[src/rtl/traffic_lights_pkg.sv]
// Shared types for the traffic-light command path: command codes, framer states, payload.
package traffic_lights_pkg;

   localparam int unsigned BYTE_W     = 8;
   localparam int unsigned CMD_TYPE_W = 3;
   localparam int unsigned DATA_W     = 16;
   localparam int unsigned CNT_W      = 16;

   typedef enum logic [CMD_TYPE_W-1:0] {
      CMD_TURN_ON         = 3'd0,
      CMD_TURN_OFF        = 3'd1,
      CMD_SET_UNCONTR     = 3'd2,
      CMD_SET_GREEN_TIME  = 3'd3,
      CMD_SET_RED_TIME    = 3'd4,
      CMD_SET_YELLOW_TIME = 3'd5
   } cmd_code_e;

   // Highest legal command code, widened to a full link byte for comparison.
   localparam logic [BYTE_W-1:0] MAX_CMD_CODE = BYTE_W'(CMD_SET_YELLOW_TIME);

   typedef enum logic [2:0] {
      ST_HUNT = 3'd0,
      ST_TYPE = 3'd1,
      ST_DHI  = 3'd2,
      ST_DLO  = 3'd3,
      ST_CSUM = 3'd4,
      ST_EMIT = 3'd5
   } framer_state_e;

   typedef struct packed {
      logic [CMD_TYPE_W-1:0] cmd_type;
      logic [DATA_W-1:0]     data;
   } cmd_payload_t;

   // Frame checksum: XOR of the three body bytes.
   function automatic logic [BYTE_W-1:0] frame_csum(input logic [BYTE_W-1:0] t,
                                                    input logic [BYTE_W-1:0] hi,
                                                    input logic [BYTE_W-1:0] lo);
      return t ^ hi ^ lo;
   endfunction

endpackage

[src/rtl/traffic_cmd_timer.sv]
// Inter-byte idle timer: counts idle cycles inside a frame, flags expiry combinationally.
module traffic_cmd_timer
   import traffic_lights_pkg::*;
#(
   parameter logic [CNT_W-1:0] TIMEOUT_CYCLES = 16'd1000
) (
   input  logic clk,
   input  logic srst_n,
   input  logic clear,
   input  logic enable,
   output logic expire_c
);

   logic [CNT_W-1:0] count;

   // Idle counter; saturates so it can never wrap back under the limit.
   always_ff @(posedge clk) begin
      if (!srst_n) begin
         count <= '0;
      end else if (clear) begin
         count <= '0;
      end else if (enable && (count != '1)) begin
         count <= count + CNT_W'(1);
      end
   end

   // Expiry is seen in the idle cycle that would bring the count up to the limit.
   assign expire_c = enable && (count >= (TIMEOUT_CYCLES - CNT_W'(1)));

endmodule

[src/rtl/traffic_cmd_framer.sv]
// Byte-stream framer: finds SYNC-led 5-byte frames, validates them and emits traffic_lights commands.
module traffic_cmd_framer
   import traffic_lights_pkg::*;
#(
   parameter logic [BYTE_W-1:0] SYNC_BYTE      = 8'hA5,
   parameter logic [CNT_W-1:0]  TIMEOUT_CYCLES = 16'd1000
) (
   input  logic                  clk_i,
   input  logic                  srst_n_i,
   input  logic [BYTE_W-1:0]     byte_data_i,
   input  logic                  byte_valid_i,
   output logic                  byte_ready_o,
   output logic [CMD_TYPE_W-1:0] cmd_type_o,
   output logic [DATA_W-1:0]     cmd_data_o,
   output logic                  cmd_valid_o,
   output logic                  err_csum_o,
   output logic                  err_type_o,
   output logic                  err_timeout_o,
   output logic [CNT_W-1:0]      frames_ok_o
);

   framer_state_e     state_q, state_d;
   logic [BYTE_W-1:0] type_q, type_d;
   logic [BYTE_W-1:0] dhi_q, dhi_d;
   logic [BYTE_W-1:0] dlo_q, dlo_d;
   cmd_payload_t      cmd_q, cmd_d;
   logic              cmd_valid_q, cmd_valid_d;
   logic              err_csum_q, err_csum_d;
   logic              err_type_q, err_type_d;
   logic              err_timeout_q, err_timeout_d;
   logic              ready_q, ready_d;
   logic [CNT_W-1:0]  frames_q, frames_d;

   logic xfer_c;
   logic timer_clear_c;
   logic expire_c;

   assign xfer_c        = byte_valid_i && ready_q;
   assign timer_clear_c = xfer_c || (state_q == ST_HUNT) || (state_q == ST_EMIT);

   traffic_cmd_timer #(
      .TIMEOUT_CYCLES (TIMEOUT_CYCLES)
   ) u_timer (
      .clk      (clk_i),
      .srst_n   (srst_n_i),
      .clear    (timer_clear_c),
      .enable   (!timer_clear_c),
      .expire_c (expire_c)
   );

   // State register.
   always_ff @(posedge clk_i) begin
      if (!srst_n_i) begin
         state_q <= ST_HUNT;
      end else begin
         state_q <= state_d;
      end
   end

   // Next state, byte capture and next values of the registered outputs.
   always_comb begin
      state_d       = state_q;
      type_d        = type_q;
      dhi_d         = dhi_q;
      dlo_d         = dlo_q;
      cmd_d         = '0;
      cmd_valid_d   = 1'b0;
      err_csum_d    = 1'b0;
      err_type_d    = 1'b0;
      err_timeout_d = 1'b0;
      frames_d      = frames_q;

      case (state_q)
         ST_HUNT: begin
            if (xfer_c && (byte_data_i == SYNC_BYTE)) begin
               state_d = ST_TYPE;
            end
         end
         ST_TYPE: begin
            if (xfer_c) begin
               type_d  = byte_data_i;
               state_d = ST_DHI;
            end else if (expire_c) begin
               err_timeout_d = 1'b1;
               state_d       = ST_HUNT;
            end
         end
         ST_DHI: begin
            if (xfer_c) begin
               dhi_d   = byte_data_i;
               state_d = ST_DLO;
            end else if (expire_c) begin
               err_timeout_d = 1'b1;
               state_d       = ST_HUNT;
            end
         end
         ST_DLO: begin
            if (xfer_c) begin
               dlo_d   = byte_data_i;
               state_d = ST_CSUM;
            end else if (expire_c) begin
               err_timeout_d = 1'b1;
               state_d       = ST_HUNT;
            end
         end
         ST_CSUM: begin
            if (xfer_c) begin
               if (byte_data_i != frame_csum(type_q, dhi_q, dlo_q)) begin
                  err_csum_d = 1'b1;
                  state_d    = ST_HUNT;
               end else if (type_q > MAX_CMD_CODE) begin
                  err_type_d = 1'b1;
                  state_d    = ST_HUNT;
               end else begin
                  state_d        = ST_EMIT;
                  cmd_valid_d    = 1'b1;
                  cmd_d.cmd_type = type_q[CMD_TYPE_W-1:0];
                  cmd_d.data     = {dhi_q, dlo_q};
                  if (frames_q != '1) begin
                     frames_d = frames_q + CNT_W'(1);
                  end
               end
            end else if (expire_c) begin
               err_timeout_d = 1'b1;
               state_d       = ST_HUNT;
            end
         end
         ST_EMIT: begin
            state_d = ST_HUNT;
         end
         default: begin
            state_d = ST_HUNT;
         end
      endcase

      ready_d = (state_d != ST_EMIT);
   end

   // Captured frame bytes and registered outputs.
   always_ff @(posedge clk_i) begin
      if (!srst_n_i) begin
         type_q        <= '0;
         dhi_q         <= '0;
         dlo_q         <= '0;
         cmd_q         <= '0;
         cmd_valid_q   <= 1'b0;
         err_csum_q    <= 1'b0;
         err_type_q    <= 1'b0;
         err_timeout_q <= 1'b0;
         ready_q       <= 1'b1;
         frames_q      <= '0;
      end else begin
         type_q        <= type_d;
         dhi_q         <= dhi_d;
         dlo_q         <= dlo_d;
         cmd_q         <= cmd_d;
         cmd_valid_q   <= cmd_valid_d;
         err_csum_q    <= err_csum_d;
         err_type_q    <= err_type_d;
         err_timeout_q <= err_timeout_d;
         ready_q       <= ready_d;
         frames_q      <= frames_d;
      end
   end

   assign byte_ready_o  = ready_q;
   assign cmd_type_o    = cmd_q.cmd_type;
   assign cmd_data_o    = cmd_q.data;
   assign cmd_valid_o   = cmd_valid_q;
   assign err_csum_o    = err_csum_q;
   assign err_type_o    = err_type_q;
   assign err_timeout_o = err_timeout_q;
   assign frames_ok_o   = frames_q;

endmodule

[config.mk]
export PLATFORM = sky130hd
export DESIGN_NAME = traffic_cmd_framer
export DESIGN_NICKNAME = d
export VERILOG_FILES = /design/src/rtl/traffic_lights_pkg.sv /design/src/rtl/traffic_cmd_timer.sv /design/src/rtl/traffic_cmd_framer.sv
export SDC_FILE = /design/constraint.sdc
export NUM_CORES = 1
export LEC_CHECK = 0
export CAP_MARGIN = 15
export CORE_ASPECT_RATIO = 1.2
export CORE_UTILIZATION = 44
export DETAILED_ROUTE_END_ITERATION = 12
export GPL_ROUTABILITY_DRIVEN = 0
export PLACE_DENSITY = 0.67
export SLEW_MARGIN = 20
export SYNTH_ARGS = -nofsm -noshare
export SYNTH_HDL_FRONTEND = slang
export SYNTH_SLANG_ARGS = --single-unit
[constraint.sdc]
create_clock -name clk_i -period 6.14 [get_ports clk_i]
set_clock_uncertainty 0.1 [all_clocks]
set_input_delay 1.842 -clock clk_i [delete_from_list [all_inputs] [get_ports clk_i]]
set_output_delay 1.842 -clock clk_i [all_outputs]
set_load 0.01 [all_outputs]
Yosys cells after proc, flatten, opt, wreduce, memory -nomap -nowiden
Cells that the tools add are included.

Register bits after elaboration: 83. Input port bits: 11. Word-level logic and storage cells: 66.

Add/subtract/negate cells: 2. $lt $le $gt $ge: 2. Equality and inequality tests: 10. Multiplexer cells: 13. Bitwise gates (word level): 8. Reductions and logical operators: 18.

Operators with widths (count): adder 16 x 1 -> 16 bit, second input constant (2); != test 16 bit, second input constant (2); 2-to-1 mux 3 bit (8); greater-or-equal comparator 16 x 10 -> 1 bit, second input constant (1); bitwise XOR 8 bit (2); one-hot mux 3 bit (5 select lines) (1); == test 8 bit, second input constant (1); greater-than comparator 8 x 3 -> 1 bit, second input constant (1); != test 8 bit (1); OR reduction 4 bit (2); == test 3 x 2 -> 1 bit, second input constant (2); == test 3 bit, second input constant (2); inverter 1 bit (6); AND reduction 2 bit (3); AND reduction 5 bit (1); OR reduction 5 bit (1); logical AND 1 bit (4); 2-to-1 mux 1 bit (4); == test 3 x 1 -> 1 bit, second input constant (1); logical NOT 3 bit (1); != test 3 bit, second input constant (1); AND reduction 3 bit (1); OR reduction 3 bit (1); logical OR 1 bit (2); other kinds (2) (2).

Depth between registers and ports, before layout
Gate-level depths: netlist of the first run.

Depth in word-level cells: 9. Gate-level depth with buffers: 8. Mapped depth without buffers: 7.

Modules after synthesis
From an unflattened synthesis of the first run, not the netlist that was laid out.

Cells, all modules: 392. Area total of the unflattened synthesis: 3694.8 um^2.

Modules (own cells, without submodules): traffic_cmd_framer (times used 1, cells an instance 295, area each 2831.5 um^2); traffic_cmd_timer (times used 1, cells an instance 97, area each 863.3 um^2).

Worst setup path before layout of the first run
No wires, ideal clock.

Kind: in2reg. Start: in byte_valid_i. End: reg frames_q[7] (netlist: frames_ok_o[7]). Setup time: 0.071 ns. Arrival time: 3.383 ns. Data required time: 5.969 ns. Path slack: 2.587 ns. Stages: 7. Path buffers: 1. Path through: nand2_1 nor4b_4 o41ai_2 or2_1 clkbuf_1 or4_1 a21oi_1.

Longest elaborated chain between the ends: 2.

RTL lines: start: declaration (RTL line traffic_cmd_framer.sv:11) `input logic byte_valid_i,`; logical AND 1 bit (RTL line traffic_cmd_framer.sv:38) `assign xfer_c = byte_valid_i && ready_q;`; AND reduction 5 bit (no line); end signal: assignment (RTL line traffic_cmd_framer.sv:162) `frames_q <= frames_d;`; end: declaration (RTL line traffic_cmd_framer.sv:32) `logic [CNT_W-1:0] frames_q, frames_d;`.

Every way passes these cells. A chain may end at the register's enable or synchronous reset.

Worst setup path after layout of the first run
Start: in byte_data_i[1]. End: reg frames_q[14] (netlist: frames_ok_o[14]).

Longest elaborated chain between the ends: 3.

RTL lines: start: declaration (RTL line traffic_cmd_framer.sv:10) `input logic [BYTE_W-1:0] byte_data_i,`; != test 8 bit (RTL line traffic_cmd_framer.sv:108) `if (byte_data_i != frame_csum(type_q, dhi_q, dlo_q)) begin`; inverter 1 bit (no line); AND reduction 5 bit (no line).

Every way passes these cells.

==> results of run 1 <==
## cell usage in the layout, fill, tap and decap left out, types with 3 or more instances in the layout
cell / instances
xnor2_1: 21
dfxtp_1: 83
o21ai_0: 8
nor3_1: 6
xor2_1: 16
and3_1: 6
or3_1: 7
o31ai_1: 9
nand3_1: 14
clkbuf_8: 9
and2_1: 22
inv_1: 9
nand4_1: 13
buf_4: 3
nand2b_1: 4
mux2i_1: 28
nor2_1: 51
clkdlybuf4s50_1: 50
or4_1: 9
a21oi_1: 15
nor4_1: 3
a31oi_1: 3
nand2_1: 21
inv_6: 3
## sequential cells by signal, indices dropped and copies added (netlist names), 3 cells and up
name,flops
state_q,3
cmd_data_o,16
frames_ok_o,16
dhi_q,8
u_timer.count,16
dlo_q,8
type_q,8
cmd_type_o,3
## Yosys cell counts, types with 9 or more instances
library cell | number | area share (%)
a21oi_1 | 15 | 2.1
and2_1 | 22 | 3.8
clkbuf_1 | 15 | 1.6
dfxtp_1 | 83 | 46
inv_1 | 9 | 0.94
mux2i_1 | 28 | 7.8
nand2_1 | 21 | 2.2
nand3_1 | 14 | 1.9
nand4_1 | 13 | 2.3
nor2_1 | 51 | 5.3
o31ai_1 | 9 | 1.9
or4_1 | 9 | 1.9
xnor2_1 | 21 | 5.1
xor2_1 | 16 | 3.9
## where the power goes
| part | internal (mW) | switching, mW | total [mW] |
|---|---|---|---|
| combinational | 0.0110 | 0.0146 | 0.0256 |
| clock | 0.154 | 0.216 | 0.370 |
| sequential | 0.538 | 0.000135 | 0.538 |
| total | 0.703 | 0.230 | 0.933 |
## metrics by stage
| stage | hold slack (ns) | power (mW) | util (%) | cells |
|---|---|---|---|---|
| after floorplan | 0.372 | 0.563 | - | 390 |
| after global placement | 0.363 | 0.576 | 53.3 | 515 |
| after detailed placement | 0.392 | 0.576 | 53.3 | 515 |
| after CTS | 0.405 | 0.946 | 55.7 | 531 |
| after global routing | 0.409 | 0.971 | 55.7 | 531 |
| final | 0.400 | 0.933 | 55.7 | 531 |
## cells by family (layout without fill, tap and decap cells)
| group | after synthesis | after routing | share of synthesized area, % |
|---|---|---|---|
| flops | 83 | 83 | 46.2 |
| fa+ha+maj | 2 | 2 | 0.695 |
| simple gates | 166 | 166 | 24.8 |
| mux | 28 | 28 | 7.79 |
| xor+xnor | 37 | 37 | 9.01 |
| compound gates | 45 | 45 | 8.17 |
| buf+inv | 29 | 78 | 3.37 |
## routing by layer
| metal | track usage [%] | part of all wire [%] | vias to the layer above |
|---|---|---|---|
| met5 | 0 | 0 | - |
| met4 | 9.26 | 2.0 | 0 |
| met3 | 3.11 | 2.5 | 12 |
| met2 | 31.4 | 49 | 39 |
| met1 | 22.9 | 47 | 1328 |
| li1 | - | - | 1447 |
## cell type report
class,count,area [sq um],share of cell area [%]
Multi-Input combinational cell,278,1820,42.0
Sequential cell,83,1660,38.3
Timing Repair Buffer,53,523,12.1
Clock buffer,9,124,2.86
Tap cell,92,115,2.65
Clock inverter,7,58.8,1.36
Inverter,9,33.8,0.779
## tightest hold or removal path, delay by kind of cell (launching register included)
| family | cells | cell delay, ns |
|---|---|---|
| and+or+nand+nor | 1 | 0.06 |
| DFF | 1 | 0.34 |
| muxes | 1 | 0.05 |
## worst max-delay path by stage
stage                         from         endpoint  slack, ns  cells after the start
finish              byte_data_i[1]  frames_ok_o[14]       2.03                      7
global route        byte_data_i[7]   frames_ok_o[3]       1.81                      7
CTS                 byte_data_i[1]  frames_ok_o[15]       2.03                      7
detailed placement  byte_data_i[1]  frames_ok_o[15]       1.64                      7
global placement    byte_data_i[6]   frames_ok_o[8]       1.70                      7
floorplan             byte_valid_i   frames_ok_o[7]       2.59                      7
==> flow_metrics.py, run 1 <==
metrics = {
    "worst_setup_path": {
        "r2r_cells": 6,
        "path_cells": "clkdlybuf4s50_1 > xor2_1 > xnor2_1 > nor4_2 > nand2_1 > or4_1 > a21oi_1",
        "timing.rr.start": "dhi_q[0]",
        "startpoint_type": "input pin",
        "worst_r2r_endpoint": "frames_ok_o[14]",
        "critPathBufInv": 1,
        "crit_slowest_cell": "or4_1",
        "crit_path_max_incr_delay_ns": 0.63,
        "crit_required_ns": 6.33,
        "ff2ff_setup_slack_ns": 3.67,
        "criticalPathCategory": "in2reg",
        "critPathCaptureType": "flop",
        "arrival_ns": 4.30,
        "path_delay_family": "simple AND/OR/NAND/NOR gates",
        "crit_fanout": 22,
    },
    "sta": {
        "hold_viol": 0,
        "setup_ws_ns": 2.03,
        "period_share_pct": 66.9,
        "fin_crit_ns": 4.11,
        "rsz0062_at_grt": "no",
        "slew_violations": 0,
        "tightestPinTransition_ns": 0.885,
        "slew_headroom_pct": 40.8,
        "final.setup.tns_ns": 0,
        "max_freq_mhz": 244,
        "setup_viol": 0,
    },
    "floorplan": {
        "dieArea_sq_um": 8550,
        "num_io_pins": 51,
        "rows": 35,
        "core_area_sq_um": 7790,
        "start_util_pct": 46.2,
        "die_w_um": 84.6,
        "die_h_um": 101,
    },
    "final_layout": {
        "stdcell_area_sq_um": 4340,
        "final_nets": 447,
        "areaGrowthSynthToFinish_pct": 20.5,
        "diodes": 0,
        "n_fill_cell": 741,
        "drive_gt1_share_pct": 5.92,
    },
    "place": {
        "dp_hpwl_um": 5090,
        "place_area_sq_um": 4160,
        "port_buffers": 50,
        "pre_cts_ws_ns": 1.64,
    },
    "synthesis": {
        "yosys_warnings": 0,
        "synth_seq_cells": 83,
        "ys_seq_area_share_pct": 46.2,
        "avgSynthCellArea_sq_um": 9.23,
        "synth_ff_type": "dfxtp_1",
        "syn-cell-area_sq_um": 3600,
        "synth_edf_count": 0,
        "synthArstFlopShare_pct": 0,
        "syn_inst": 390,
        "syn-num-nets": 403,
        "synth_cell_type_count": 41,
    },
    "status": {
        "status": "finished, violations left",
        "violations": "design-rule violations",
    },
    "clock_tree": {
        "h-tree-depth": 3,
        "clk_pin_slew_ns": 0.09,
        "clock_latency_ns": 0.36,
        "cts_setup_buffers": 0,
        "cts_buffer_depth": 2,
        "postCtsHoldBufs": 0,
        "cts_tree": "done",
        "cts_root_buf": "clkbuf_8",
        "cts_inserted_buffers": 9,
        "cts.sinks": 83,
        "cts.repair.resized": 0,
    },
    "power_and_ir_drop": {
        "leakage_nw": 1.52,
        "power.density_nw_per_um2": 215,
        "ir_drop_mv": 0.172,
    },
    "worst_hold_path": {
        "min_path_type": "reg2reg",
        "hp-start": "frames_ok_o[4]",
        "min_to": "frames_ok_o[4]",
        "hold_path_depth": 2,
    },
    "drt": {
        "ant_nets": 0,
        "drtIter0Drc": 137,
        "vias": 2826,
        "drc": 1,
        "routed_via_density": 5.32,
        "avgRoutedWirePerCell_um": 13.8,
        "dr.pass1.iters": 10,
        "drt_wl_total_um": 7340,
    },
    "global_route": {
        "grt_overflow": 0,
        "grt_pass1_wl_um": 12700,
        "grt_usage_pct": 18.6,
        "antenna_found_initial": 0,
        "grt_max_degree": 24,
        "grt_pass1_vias": 2700,
    },
    "run": {
        "maxCapViolations": 0,
    },
}
(Power assumes the default switching activity.)
==> inputs of run 2 (changes only) <==
==> constraint.sdc (replaced) <==
create_clock -name clk_i -period 4.1 [get_ports clk_i]
set_clock_uncertainty 0.1 [all_clocks]
set_input_delay 1.23 -clock clk_i [delete_from_list [all_inputs] [get_ports clk_i]]
set_output_delay 1.23 -clock clk_i [all_outputs]
set_load 0.01 [all_outputs]
==> run 2 against run 1 <==
Count of clock-buffer cells in the layout rose by 1. Global-route usage fell by 0.79 points. Non-clock buffer count rose by 4. First-iteration DRC count fell by 31%. The run still ends with design-rule violations left. Critical endpoint is now frames_ok_o[3]. Power rose by 55%. Critical path type unchanged. Clock power rose by 62%.
==> flow_metrics.py, run 2 (synthesis gave the netlist of run 1 again) <==
metrics = {
    "power_and_ir_drop": {
        "p_sw_uw": 333,
        "p_int_mw": 1.11,
        "power_mw": 1.44,
        "sequentialPowerShare_pct": 55.8,
        "clockPowerShare_pct": 41.5,
        "power_frac_comb_pct": 2.7,
        "power.density_nw_per_um2": 329,
        "leakage_nw": 1.55,
        "ir_drop_mv": 0.220,
        "p_sw_share_pct": 23.0,
    },
    "worst_setup_path": {
        "criticalPathCategory": "in2reg",
        "crit_slowest_cell": "or4_1",
        "path_cells": "clkdlybuf4s50_1 > nand2_1 > nor4b_4 > o41ai_2 > or2_1 > or4_1 > a21oi_1",
        "crit_path_max_incr_delay_ns": 0.53,
        "crit_required_ns": 4.28,
        "startpoint_type": "input pin",
        "crit_fanout": 16,
        "critPathCaptureType": "flop",
        "arrival_ns": 3.57,
    },
    "sta": {
        "fin_crit_ns": 3.39,
        "hold_viol": 0,
        "period_share_pct": 82.7,
        "slew_headroom_pct": 49.9,
        "slew_violations": 0,
        "max_freq_mhz": 295,
        "tightestPinTransition_ns": 0.745,
        "final.setup.tns_ns": 0,
        "rsz0062_at_grt": "no",
        "hold_ws_ns": 0.399,
        "setup_viol": 0,
    },
    "clock_tree": {
        "clk_pin_slew_ns": 0.09,
        "clock_latency_ns": 0.35,
        "postCtsHoldBufs": 0,
        "cts.sinks": 83,
        "cts_root_buf": "clkbuf_8",
        "cts_buffer_depth": 2,
        "cts_tree": "done",
        "cts_inserted_buffers": 9,
        "h-tree-depth": 3,
        "cts.repair.resized": 0,
        "cts_setup_buffers": 0,
    },
    "worst_hold_path": {
        "min_path_type": "reg2reg",
    },
    "floorplan": {
        "start_util_pct": 46.2,
        "rows": 35,
        "core_area_sq_um": 7790,
        "die_h_um": 101,
        "die_w_um": 84.6,
        "num_io_pins": 51,
        "dieArea_sq_um": 8550,
    },
    "drt": {
        "wl_met3_um": 228,
        "avgRoutedWirePerCell_um": 13.5,
        "routed_via_density": 5.28,
        "vias": 2823,
        "drtIter0Drc": 94,
        "dr.pass1.iters": 8,
        "m1WireLength_um": 3260,
        "ant_nets": 0,
        "dr.max_layer_used": "met4",
        "drt_wl_total_um": 7230,
        "met2_length_um": 3590,
        "drc": 2,
    },
    "global_route": {
        "grt_usage_pct": 17.8,
        "grt_overflow": 0,
        "grt_pass1_vias": 2700,
        "antenna_found_initial": 0,
        "grt_pass1_wl_um": 12100,
        "grt_max_degree": 38,
    },
    "status": {
        "status": "finished, violations left",
        "violations": "design-rule violations",
    },
    "final_layout": {
        "final_util_pct": 56.3,
        "drive_gt1_share_pct": 6.55,
        "layout_common_cells": "83 x dfxtp_1, 51 x nor2_1, 50 x clkdlybuf4s50_1, 28 x mux2i_1, 22 x and2_1",
        "diodes": 0,
        "final_nets": 451,
        "areaGrowthSynthToFinish_pct": 21.9,
        "layout_commonest_cell": "dfxtp_1",
    },
    "place": {
        "port_buffers": 50,
        "dp_hpwl_um": 5100,
    },
    "run": {
        "maxCapViolations": 0,
    },
}
run 2: changes by cell type in the layout (fill, tap and decap cells not counted), sizes merged:
cell,change
clkinv,-1
buf,+4
clkbuf,+1
inv,-1
bufinv,+1
run 2: final timing paths:
path	start	to	slack (ns)	cells after the start
worst min register to register	frames_ok_o[4]	frames_ok_o[4]	0.40	2
worst min-delay path	frames_ok_o[4]	frames_ok_o[4]	0.40	2
worst max-delay path	byte_valid_i	frames_ok_o[3]	0.71	7
worst max register to register	byte_ready_o	frames_ok_o[3]	1.70	6
run 2: layout make-up:
type | count | area [sq um]
clock buffer | 10 | 128
sequential | 83 | 1660
fill | 719 | 3410
inverter | 9 | 33.8
multi-input combinational | 278 | 1820
timing repair buffer | 57 | 553
tap | 92 | 115
clock inverter | 6 | 72.6
run 2: power groups by stage:
stage | combinational (mW) | clock (mW) | sequential, mW
after floorplan | 0.0192 | 0 | 0.824
after global placement | 0.0392 | 0 | 0.825
after detailed placement | 0.0394 | 0 | 0.825
after CTS | 0.0395 | 0.618 | 0.806
after global routing | 0.0425 | 0.652 | 0.806
final | 0.0389 | 0.600 | 0.805
run 2: critical path: cells and delay by family:
kind | cells | cell delay, ns
buffers and inverters | 1 | 0.45
and+or+nand+nor | 4 | 1.55
AOI/OAI and AO/OA | 2 | 0.33
run 2: routing by layer:
| metal | global-route usage (%) | up-vias |
|---|---|---|
| met5 | 0 | - |
| met4 | 8.21 | 0 |
| met3 | 3.60 | 11 |
| met2 | 31.7 | 42 |
| met1 | 20.5 | 1311 |
| li1 | - | 1459 |
run 2: stage by stage:
stage | instance area (sq um) | cells | setup WS [ns]
final | 4390 | 535 | 0.709
after global routing | 4390 | 535 | 0.559
after CTS | 4390 | 535 | 0.715
after detailed placement | 4190 | 519 | 0.361
after global placement | 4190 | 519 | 0.456
after floorplan | 3600 | 390 | 1.16
